--- src/rtl/light_seq_pkg.sv ---
// rtl/light_seq_pkg.sv - shared state encoding, widths and light decode for light_sequencer
// Contents:
//    STATE_W, TIMER_W   widths of the state code and the dwell timer
//    state_e            sequencer state encoding (code appears on port state)
//    lights_for()       {green, yellow, red} drive for a given state
package light_seq_pkg;

   localparam int STATE_W = 3;
   localparam int TIMER_W = 6;

   typedef enum logic [STATE_W-1:0] {
      ST_IDLE     = 3'd0,
      ST_GREEN    = 3'd1,
      ST_YELLOW   = 3'd2,
      ST_RED      = 3'd3,
      ST_LOCKDOWN = 3'd4
   } state_e;

   // LOCKDOWN shows red; IDLE and unused codes show nothing.
   function automatic logic [2:0] lights_for(state_e st);
      logic [2:0] l;
      l = 3'b000;
      case (st)
         ST_GREEN:    l = 3'b100;
         ST_YELLOW:   l = 3'b010;
         ST_RED:      l = 3'b001;
         ST_LOCKDOWN: l = 3'b001;
         default:     l = 3'b000;
      endcase
      return l;
   endfunction

endpackage

--- src/rtl/dwell_counter.sv ---
// rtl/dwell_counter.sv - loadable down-counter holding the remaining dwell minus one
// Ports:
//    clock       in   system clock, rising edge
//    reset_n     in   asynchronous active-low reset, clears count
//    load_i      in   load load_val_i (has priority over decrement)
//    load_val_i  in   TIMER_W value to load
//    dec_i       in   decrement by one; holds at zero rather than wrapping
//    count_o     out  registered count
//    zero_o      out  count_o == 0
module dwell_counter
   import light_seq_pkg::*;
(
   input  logic               clock,
   input  logic               reset_n,
   input  logic               load_i,
   input  logic [TIMER_W-1:0] load_val_i,
   input  logic               dec_i,
   output logic [TIMER_W-1:0] count_o,
   output logic               zero_o
);

   logic [TIMER_W-1:0] count_q;
   logic [TIMER_W-1:0] count_d;

   always_comb begin
      count_d = count_q;
      if (load_i) begin
         count_d = load_val_i;
      end else if (dec_i && (count_q != '0)) begin
         count_d = count_q - 1'b1;
      end
   end

   always_ff @(posedge clock or negedge reset_n) begin
      if (!reset_n) begin
         count_q <= '0;
      end else begin
         count_q <= count_d;
      end
   end

   assign count_o = count_q;
   assign zero_o  = (count_q == '0);

endmodule

--- src/rtl/light_sequencer.sv ---
// rtl/light_sequencer.sv - traffic-light style sequencer with alarm lockdown and cheat detection
// Optional feature: define LIGHT_SEQ_PAUSE_EN to add input pause, which freezes
// timer and state while high (alarms still force LOCKDOWN).
// Ports:
//    clock        in   system clock, rising edge
//    reset_n      in   asynchronous active-low reset
//    pause        in   (LIGHT_SEQ_PAUSE_EN only) hold timer and state
//    a1, a2, a3   in   alarm flags; any high forces LOCKDOWN
//    cheat_out    in   cheat flag; rising edge forces RED and is counted
//    green        out  registered light drive
//    yellow       out  registered light drive
//    red          out  registered light drive (also high in LOCKDOWN)
//    timer        out  remaining dwell cycles minus one
//    state        out  current state code
//    cheat_count  out  saturating count of cheat_out rising edges
module light_sequencer
   import light_seq_pkg::*;
#(
   parameter int GREEN_TIME  = 35,
   parameter int YELLOW_TIME = 6,
   parameter int RED_TIME    = 25,
   parameter int CLEAR_TIME  = 10
) (
   input  logic               clock,
   input  logic               reset_n,
`ifdef LIGHT_SEQ_PAUSE_EN
   input  logic               pause,
`endif
   input  logic               a1,
   input  logic               a2,
   input  logic               a3,
   input  logic               cheat_out,
   output logic               green,
   output logic               yellow,
   output logic               red,
   output logic [TIMER_W-1:0] timer,
   output logic [STATE_W-1:0] state,
   output logic [3:0]         cheat_count
);

   localparam logic [TIMER_W-1:0] GREEN_V  = TIMER_W'(GREEN_TIME - 1);
   localparam logic [TIMER_W-1:0] YELLOW_V = TIMER_W'(YELLOW_TIME - 1);
   localparam logic [TIMER_W-1:0] RED_V    = TIMER_W'(RED_TIME - 1);
   localparam logic [TIMER_W-1:0] CLEAR_V  = TIMER_W'(CLEAR_TIME - 1);

   state_e             state_q;
   state_e             state_d;
   logic [2:0]         lights_q;
   logic [2:0]         lights_d;
   logic               cheat_prev_q;
   logic [3:0]         cheat_count_q;
   logic [3:0]         cheat_count_d;

   logic               pause_w;
   logic               alarm;
   logic               cheat_edge;
   logic               tmr_load;
   logic [TIMER_W-1:0] tmr_load_val;
   logic               tmr_dec;
   logic               tmr_zero;

`ifdef LIGHT_SEQ_PAUSE_EN
   assign pause_w = pause;
`else
   assign pause_w = 1'b0;
`endif

   assign alarm      = a1 | a2 | a3;
   assign cheat_edge = cheat_out & ~cheat_prev_q;

   // Priority inside the running states: alarm, then pause, then cheat edge,
   // then timer expiry. Alarms still get through a pause.
   always_comb begin
      state_d      = state_q;
      tmr_load     = 1'b0;
      tmr_load_val = '0;
      tmr_dec      = 1'b0;
      case (state_q)
         ST_IDLE: begin
            state_d      = ST_GREEN;
            tmr_load     = 1'b1;
            tmr_load_val = GREEN_V;
         end
         ST_GREEN, ST_YELLOW, ST_RED: begin
            if (alarm) begin
               state_d      = ST_LOCKDOWN;
               tmr_load     = 1'b1;
               tmr_load_val = CLEAR_V;
            end else if (pause_w) begin
               state_d = state_q;
            end else if (cheat_edge) begin
               // Also restarts the dwell when already in RED.
               state_d      = ST_RED;
               tmr_load     = 1'b1;
               tmr_load_val = RED_V;
            end else if (tmr_zero) begin
               tmr_load = 1'b1;
               case (state_q)
                  ST_GREEN: begin
                     state_d      = ST_YELLOW;
                     tmr_load_val = YELLOW_V;
                  end
                  ST_YELLOW: begin
                     state_d      = ST_RED;
                     tmr_load_val = RED_V;
                  end
                  default: begin
                     state_d      = ST_GREEN;
                     tmr_load_val = GREEN_V;
                  end
               endcase
            end else begin
               tmr_dec = 1'b1;
            end
         end
         ST_LOCKDOWN: begin
            // Any alarm restarts the clear window; exit needs CLEAR_TIME quiet cycles.
            if (alarm) begin
               tmr_load     = 1'b1;
               tmr_load_val = CLEAR_V;
            end else if (pause_w) begin
               state_d = state_q;
            end else if (tmr_zero) begin
               state_d      = ST_GREEN;
               tmr_load     = 1'b1;
               tmr_load_val = GREEN_V;
            end else begin
               tmr_dec = 1'b1;
            end
         end
         default: begin
            state_d = ST_IDLE;
         end
      endcase
   end

   always_comb begin
      cheat_count_d = cheat_count_q;
      if (cheat_edge && (state_q != ST_IDLE) && (cheat_count_q != 4'hF)) begin
         cheat_count_d = cheat_count_q + 4'd1;
      end
   end

   assign lights_d = lights_for(state_d);

   always_ff @(posedge clock or negedge reset_n) begin
      if (!reset_n) begin
         state_q       <= ST_IDLE;
         lights_q      <= 3'b000;
         cheat_prev_q  <= 1'b0;
         cheat_count_q <= 4'd0;
      end else begin
         state_q       <= state_d;
         lights_q      <= lights_d;
         cheat_prev_q  <= cheat_out;
         cheat_count_q <= cheat_count_d;
      end
   end

   dwell_counter u_dwell_counter (
      .clock      (clock),
      .reset_n    (reset_n),
      .load_i     (tmr_load),
      .load_val_i (tmr_load_val),
      .dec_i      (tmr_dec),
      .count_o    (timer),
      .zero_o     (tmr_zero)
   );

   assign state       = state_q;
   assign green       = lights_q[2];
   assign yellow      = lights_q[1];
   assign red         = lights_q[0];
   assign cheat_count = cheat_count_q;

endmodule

--- config.mk ---
export PLATFORM = sky130hd
export DESIGN_NAME = light_sequencer
export DESIGN_NICKNAME = d
export VERILOG_FILES = /design/src/rtl/light_seq_pkg.sv /design/src/rtl/dwell_counter.sv /design/src/rtl/light_sequencer.sv
export SDC_FILE = /design/constraint.sdc
export NUM_CORES = 1
export LEC_CHECK = 0
export CORE_MARGIN = 1
export CORE_UTILIZATION = 45
export DETAILED_ROUTE_END_ITERATION = 8
export PLACE_DENSITY = 0.72
export SYNTH_ARGS = -nofsm -noshare
export SYNTH_HDL_FRONTEND = slang
export SYNTH_HIERARCHICAL = 1
export SYNTH_SLANG_ARGS = --single-unit
--- constraint.sdc ---
create_clock -name clock -period 3.1 [get_ports clock]
set_input_delay 0.31 -clock clock [delete_from_list [all_inputs] [get_ports clock]]
set_output_delay 0.31 -clock clock [all_outputs]
set_load 0.01 [all_outputs]
After elaboration in Yosys (flattened, before gate mapping):

Index checks and enable logic that the tools add are counted.

* $add $sub $neg: 2
* eq/ne operators: 9
* multiplexer cells: 27
* bitwise operators: 4
* reductions and logical operators: 10

Operator list (number)
* 2-to-1 mux 6 bit: 7
* case mux 3 bit (3 select lines): 2
* case mux 6 bit (3 select lines): 1
* 2-to-1 mux 3 bit: 5
* equality test 3 x 2 -> 1 bit, second input constant: 4
* case mux 6 bit (2 select lines): 1
* 2-to-1 mux 1 bit: 8
* equality test 3 x 1 -> 1 bit, second input constant: 2
* equality test 3 bit, second input constant: 2
* logical NOT 6 bit: 1
* nonzero test 6 bit: 1
* subtractor 6 x 1 -> 6 bit, second input constant: 1
* adder 4 x 1 -> 4 bit, second input constant: 1
* inequality test 4 bit, second input constant: 1
* case mux 2 bit (2 select lines): 1
* logical AND 1 bit: 3
* logical NOT 3 bit: 1
* case mux 1 bit (3 select lines): 1
* nonzero test 3 bit: 1
* OR reduction 3 bit: 1
* OR 1 bit: 2
* case mux 1 bit (2 select lines): 1
* nonzero test 2 bit: 1
* OR reduction 2 bit: 1
* other kinds (2): 2

* register bits: 17
* input port bits: 6
* output and inout port bits: 16
* word-level logic and storage cells: 57

Longest topological paths before layout:

* depth in word-level cells: 9
* mapped depth: 11
* gate-level depth less buffers: 10

Modules after synthesis:

The synthesis kept the hierarchy.

Modules (own cells, without submodules)
* light_sequencer: times used 1, cells an instance 84, area an instance 689.4 µm², sequential area each 275.3 µm²
* dwell_counter: times used 1, cells an instance 44, area an instance 395.4 µm², sequential area each 150.1 µm²

Worst setup path before layout:

Ideal clock, no wire load.

* path kind: register to register
* start point: register u_dwell_counter.count_q[0] (netlist: u_dwell_counter/count_o[0])
* end point: register u_dwell_counter.count_q[3] (netlist: u_dwell_counter/count_o[3])
* setup time: 0.087 ns
* data arrival time: 2.552 ns
* data required time: 3.013 ns
* path slack: 0.462 ns
* cell stages (with the launch flop): 10
* buffers on the path: 1
* clock period less this slack: 2.638 ns
* cells stage by stage: dfrtp_1 inv_1 ha_1 nand2b_1 nor2_1 clkbuf_1 nor3_1 or3b_1 or4_1 o211ai_1

* cells in the longest elaborated chain, start to end: 7
* elaborated cells between the ends (all ways): 21
* classes of those cells: add/sub (1); mux (16); reduce/logical (4)

Ends and longest elaborated chain
* from (decl): line dwell_counter.sv:22 `logic [TIMER_W-1:0] count_q;`
* from (signal assigned): line dwell_counter.sv:38 `count_q <= count_d;`
* logical NOT 6 bit *: line dwell_counter.sv:43 `assign zero_o = (count_q == '0);`
* net tmr_zero: line light_sequencer.sv:60 `logic tmr_zero;`
* 2-to-1 mux 1 bit *: line light_sequencer.sv:96, light_sequencer.sv:123
* 2-to-1 mux 1 bit: line light_sequencer.sv:91 `end else if (cheat_edge) begin`
* 2-to-1 mux 1 bit: line light_sequencer.sv:85 `if (alarm) begin`
* case mux 1 bit (2 select lines) *: line light_sequencer.sv:78 `case (state_q)`
* net tmr_dec: line light_sequencer.sv:59 `logic tmr_dec;`
* logical AND 1 bit *: line dwell_counter.sv:29 `end else if (dec_i && (count_q != '0)) begin`
* nonzero test 2 bit (no source line) *

Mark *: on every way through the listed nets, which the timed path passes. The rest lies on a longest branch. The select of a mux whose other input is x is not followed.
A chain may end at the register's enable or synchronous reset.

Final worst setup path:

* start point: register state_q[1] (netlist: state[1])
* end point: register u_dwell_counter.count_q[3] (netlist: u_dwell_counter/count_o[3])

* elaborated cells between the ends (all ways): 16
* classes of those cells: eq/ne (4); mux (8); reduce/logical (4)

RTL lines
* from (decl): line light_sequencer.sv:46 `state_e state_q;`
* from (signal assigned): line light_sequencer.sv:153 `state_q <= state_d;`
* equality test 3 x 2 -> 1 bit / equality test 3 x 1 -> 1 bit (equally long branches): line light_sequencer.sv:78
* OR reduction 3 bit: line light_sequencer.sv:78
* case mux 1 bit (2 select lines) *: line light_sequencer.sv:78
* net tmr_dec: line light_sequencer.sv:59
* logical AND 1 bit *: line dwell_counter.sv:29
* nonzero test 2 bit (no source line) *

Mark *: on every way through the listed nets, which the timed path passes. The rest lies on a longest branch.

==> reports/metrics.yaml <==
synthesis:
  ys_ff_latch: 17
  netlist_instances: 128
  async_flop_share_pct: 100
  synth.distinct_cells: 36
  yosysWarnings: 6
  synthSimpleGateAreaFrac_pct: 24.6
  synth_top_family_by_area: "simple AND/OR/NAND/NOR gates"
  synth_edf_count: 0
  ys_seq_area_share_pct: 39.2
  synth_xor_area_share_pct: 2.42
  synthAdderAreaFrac_pct: 3.46
  synth.cell_area_mm2: 0.00108
  synth.mux.area_fraction_pct: 1.04
  synth_top_area_share_pct: 39.2
  synth_compound_area_share_pct: 23.0
  syn-mean-instance-area_um2: 8.47
  synthFlopType: "dfrtp_1"
  yosysTopAreaCell: "dfrtp_1"
  synth_area_leaders: "dfrtp_1, a21oi_1, nor3_1"
  syn_nets: 137
finish:
  drive_above_1_share_pct: 7.38
  final_common_cell: "clkdlybuf4s50_1"
  final_design_area_no_fill_mm2: 0.00136
  fin_nets: 159
  insertedDiodeCount: 0
  mostFrequentLayoutCells: "clkdlybuf4s50_1, dfrtp_1, nor2_1"
  n_fill_cell: 200
  area_growth_pct: 25.3
setup_path:
  cp_data_arrival_time_ns: 2.71
  rr_startpoint: "state[1]"
  end_kind: "flip-flop"
  required_ns: 3.30
  criticalPathCategory: "reg -> reg"
  path_cells: "nor2_1 > buf_4 > nor3_1 > a21oi_1 > nor3_1 > or3b_1 > or4_1 > o211ai_1"
  cp_common_cell: "nor3_1"
  cp_slowest_cell: "dfrtp_1"
  crit_start: "state[1]"
  crit_path_start_kind: "flip-flop"
  crit_path_max_incr_delay_ns: 0.60
  r2r_slack_ns: 0.59
  r2r-end: "u_dwell_counter/count_o[3]"
  critPathMaxFanout: 14
  r2r_cells: 8
sta:
  fin_crit_sh_pct: 81.1
  finalHoldViolCount: 0
  slew_violations: 0
  fmax_mhz: 398
  period_needed_ns: 2.51
  relSlewSlack_pct: 50.3
  skew_ns: 0.00257
  rsz0062_at_grt: "no"
  setup_viol: 0
  fin_ws_ns: 0.587
  fin_setup_tns_ns: 0
  tightest_slew_ns: 0.743
route:
  detail-route-antenna-nets: 0
  dr.first_iter.drc_count: 39
  drtPass1Iterations: 4
  vias_per_cell: 6.07
  drc: 0
  drt-wirelength-per-cell_um: 13.9
  wl_um: 2460
  vias: 1075
placed_design:
  placed_cell_area_mm2: 0.00133
  io_buffers: 21
  place_congestion: 0.876
  dp_hpwl_um: 1730
  place_ws_ns: 0.437
power_and_ir_drop:
  report.power.total_mw: 1.29
  ir_drop_v: 0.000644
  power.density_mw_per_mm2: 949
  p_leak_nw: 0.533
grt:
  gr-usage-all-layers_pct: 21.2
  grt_use_met1_pct: 29.6
  antenna_found_initial: 0
  grt_max_degree: 23
  grt_use_met2_pct: 32.9
  grt.busiest_layer: "met2"
  grt_pass1_vias: 928
  grtUsageMet3_pct: 2.98
  grt_pass1_wl_um: 4170
  gr-total-overflow: 0
die:
  die_h_um: 51.1
  num_rows: 17
  ios: 22
  core-area_mm2: 0.00223
  start_util_pct: 48.6
  die_w_um: 51.1
  dieArea_mm2: 0.00261
clock_tree:
  post_cts_resized: 0
  clock_sinks: 17
  post_cts_buffers: 0
  path_clk_slew_ns: 0.10
  clock_latency_ns: 0.28
  hold_buffers: 0
  clockBufferDepth: 2
  cts_tree: "yes"
  root_buffer: "clkbuf_4"
  cts_max_level: 1
  numCtsBuffers: 3
run:
  maxCapViolations: 0
min_path:
  hold_class: "in -> async"
outcome:
  status: "finished clean"
[routing by layer]
| layer | share of wire [%] | wire length [µm] |
|---|---|---|
| met5 | 0 | 0 |
| met2 | 48 | 1170 |
| met3 | 6.2 | 152 |
| met1 | 45 | 1110 |
| met4 | 1.1 | 27 |
[final cells by class]
type	count	area (µm²)	share of cell area, %
Sequential cell	17	425	31.3
Clock buffer	4	26.3	1.93
Tap cell	28	35.0	2.58
Timing Repair Buffer	27	255	18.8
Multi-Input combinational cell	94	591	43.5
Inverter	7	26.3	1.93
[report_power, final]
part,switching [mW],internal [mW]
clock,0.0676,0.0499
combinational,0.356,0.367
sequential,0.132,0.316
total,0.556,0.733
[state kept, by name, indices dropped and copies added, names as in the netlist]
signal and count:
cheat_prev_q 1, state 3, u_dwell_counter/count_o 6, cheat_count 4, lights_q 3
[worst max-delay path: cells and delay by family, from the launching register on]
kind            cells  cell delay (ns)
buf+inv             1             0.20
flops               1             0.60
compound gates      2             0.27
simple gates        5             1.35
[worst max-delay path by stage]
stage	end	slack, ns	depth (start not counted)
2_1_floorplan	u_dwell_counter/count_o[3]	0.46	9
3_3_place_gp	u_dwell_counter/count_o[5]	0.57	6
3_5_place_dp	u_dwell_counter/count_o[3]	0.44	6
4_1_cts	u_dwell_counter/count_o[3]	0.62	8
5_1_grt	u_dwell_counter/count_o[3]	0.42	8
6_report	u_dwell_counter/count_o[3]	0.59	8
[Yosys cell counts (all sizes together), types with 5 or more instances]
cell type / number
dfrtp: 17
nor3: 8
nand2: 6
buf: 5
nor2: 10
a21oi: 9
clkbuf: 5
nand3: 7
o21ai: 7
inv: 7
or3: 5
[metrics by stage]
step	utilization (%)	instances	hold slack, ns
global placement	59.7	173	0.487
global route	60.8	177	0.505
detailed placement	59.7	173	0.490
CTS	60.8	177	0.487
finish	60.8	177	0.457
floorplan	-	128	0.0144
[cell families (layout without fill, tap and decap cells)]
family / after synthesis / after routing
DFF: 17 / 17
buffers and inverters: 17 / 38
xor gates and xnor gates: 3 / 3
adders and majority gates: 3 / 3
and+or+nand+nor: 50 / 50
muxes: 1 / 1
AOI/OAI and AO/OA: 37 / 37
Note: power is estimated with default switching activity, not from simulation.
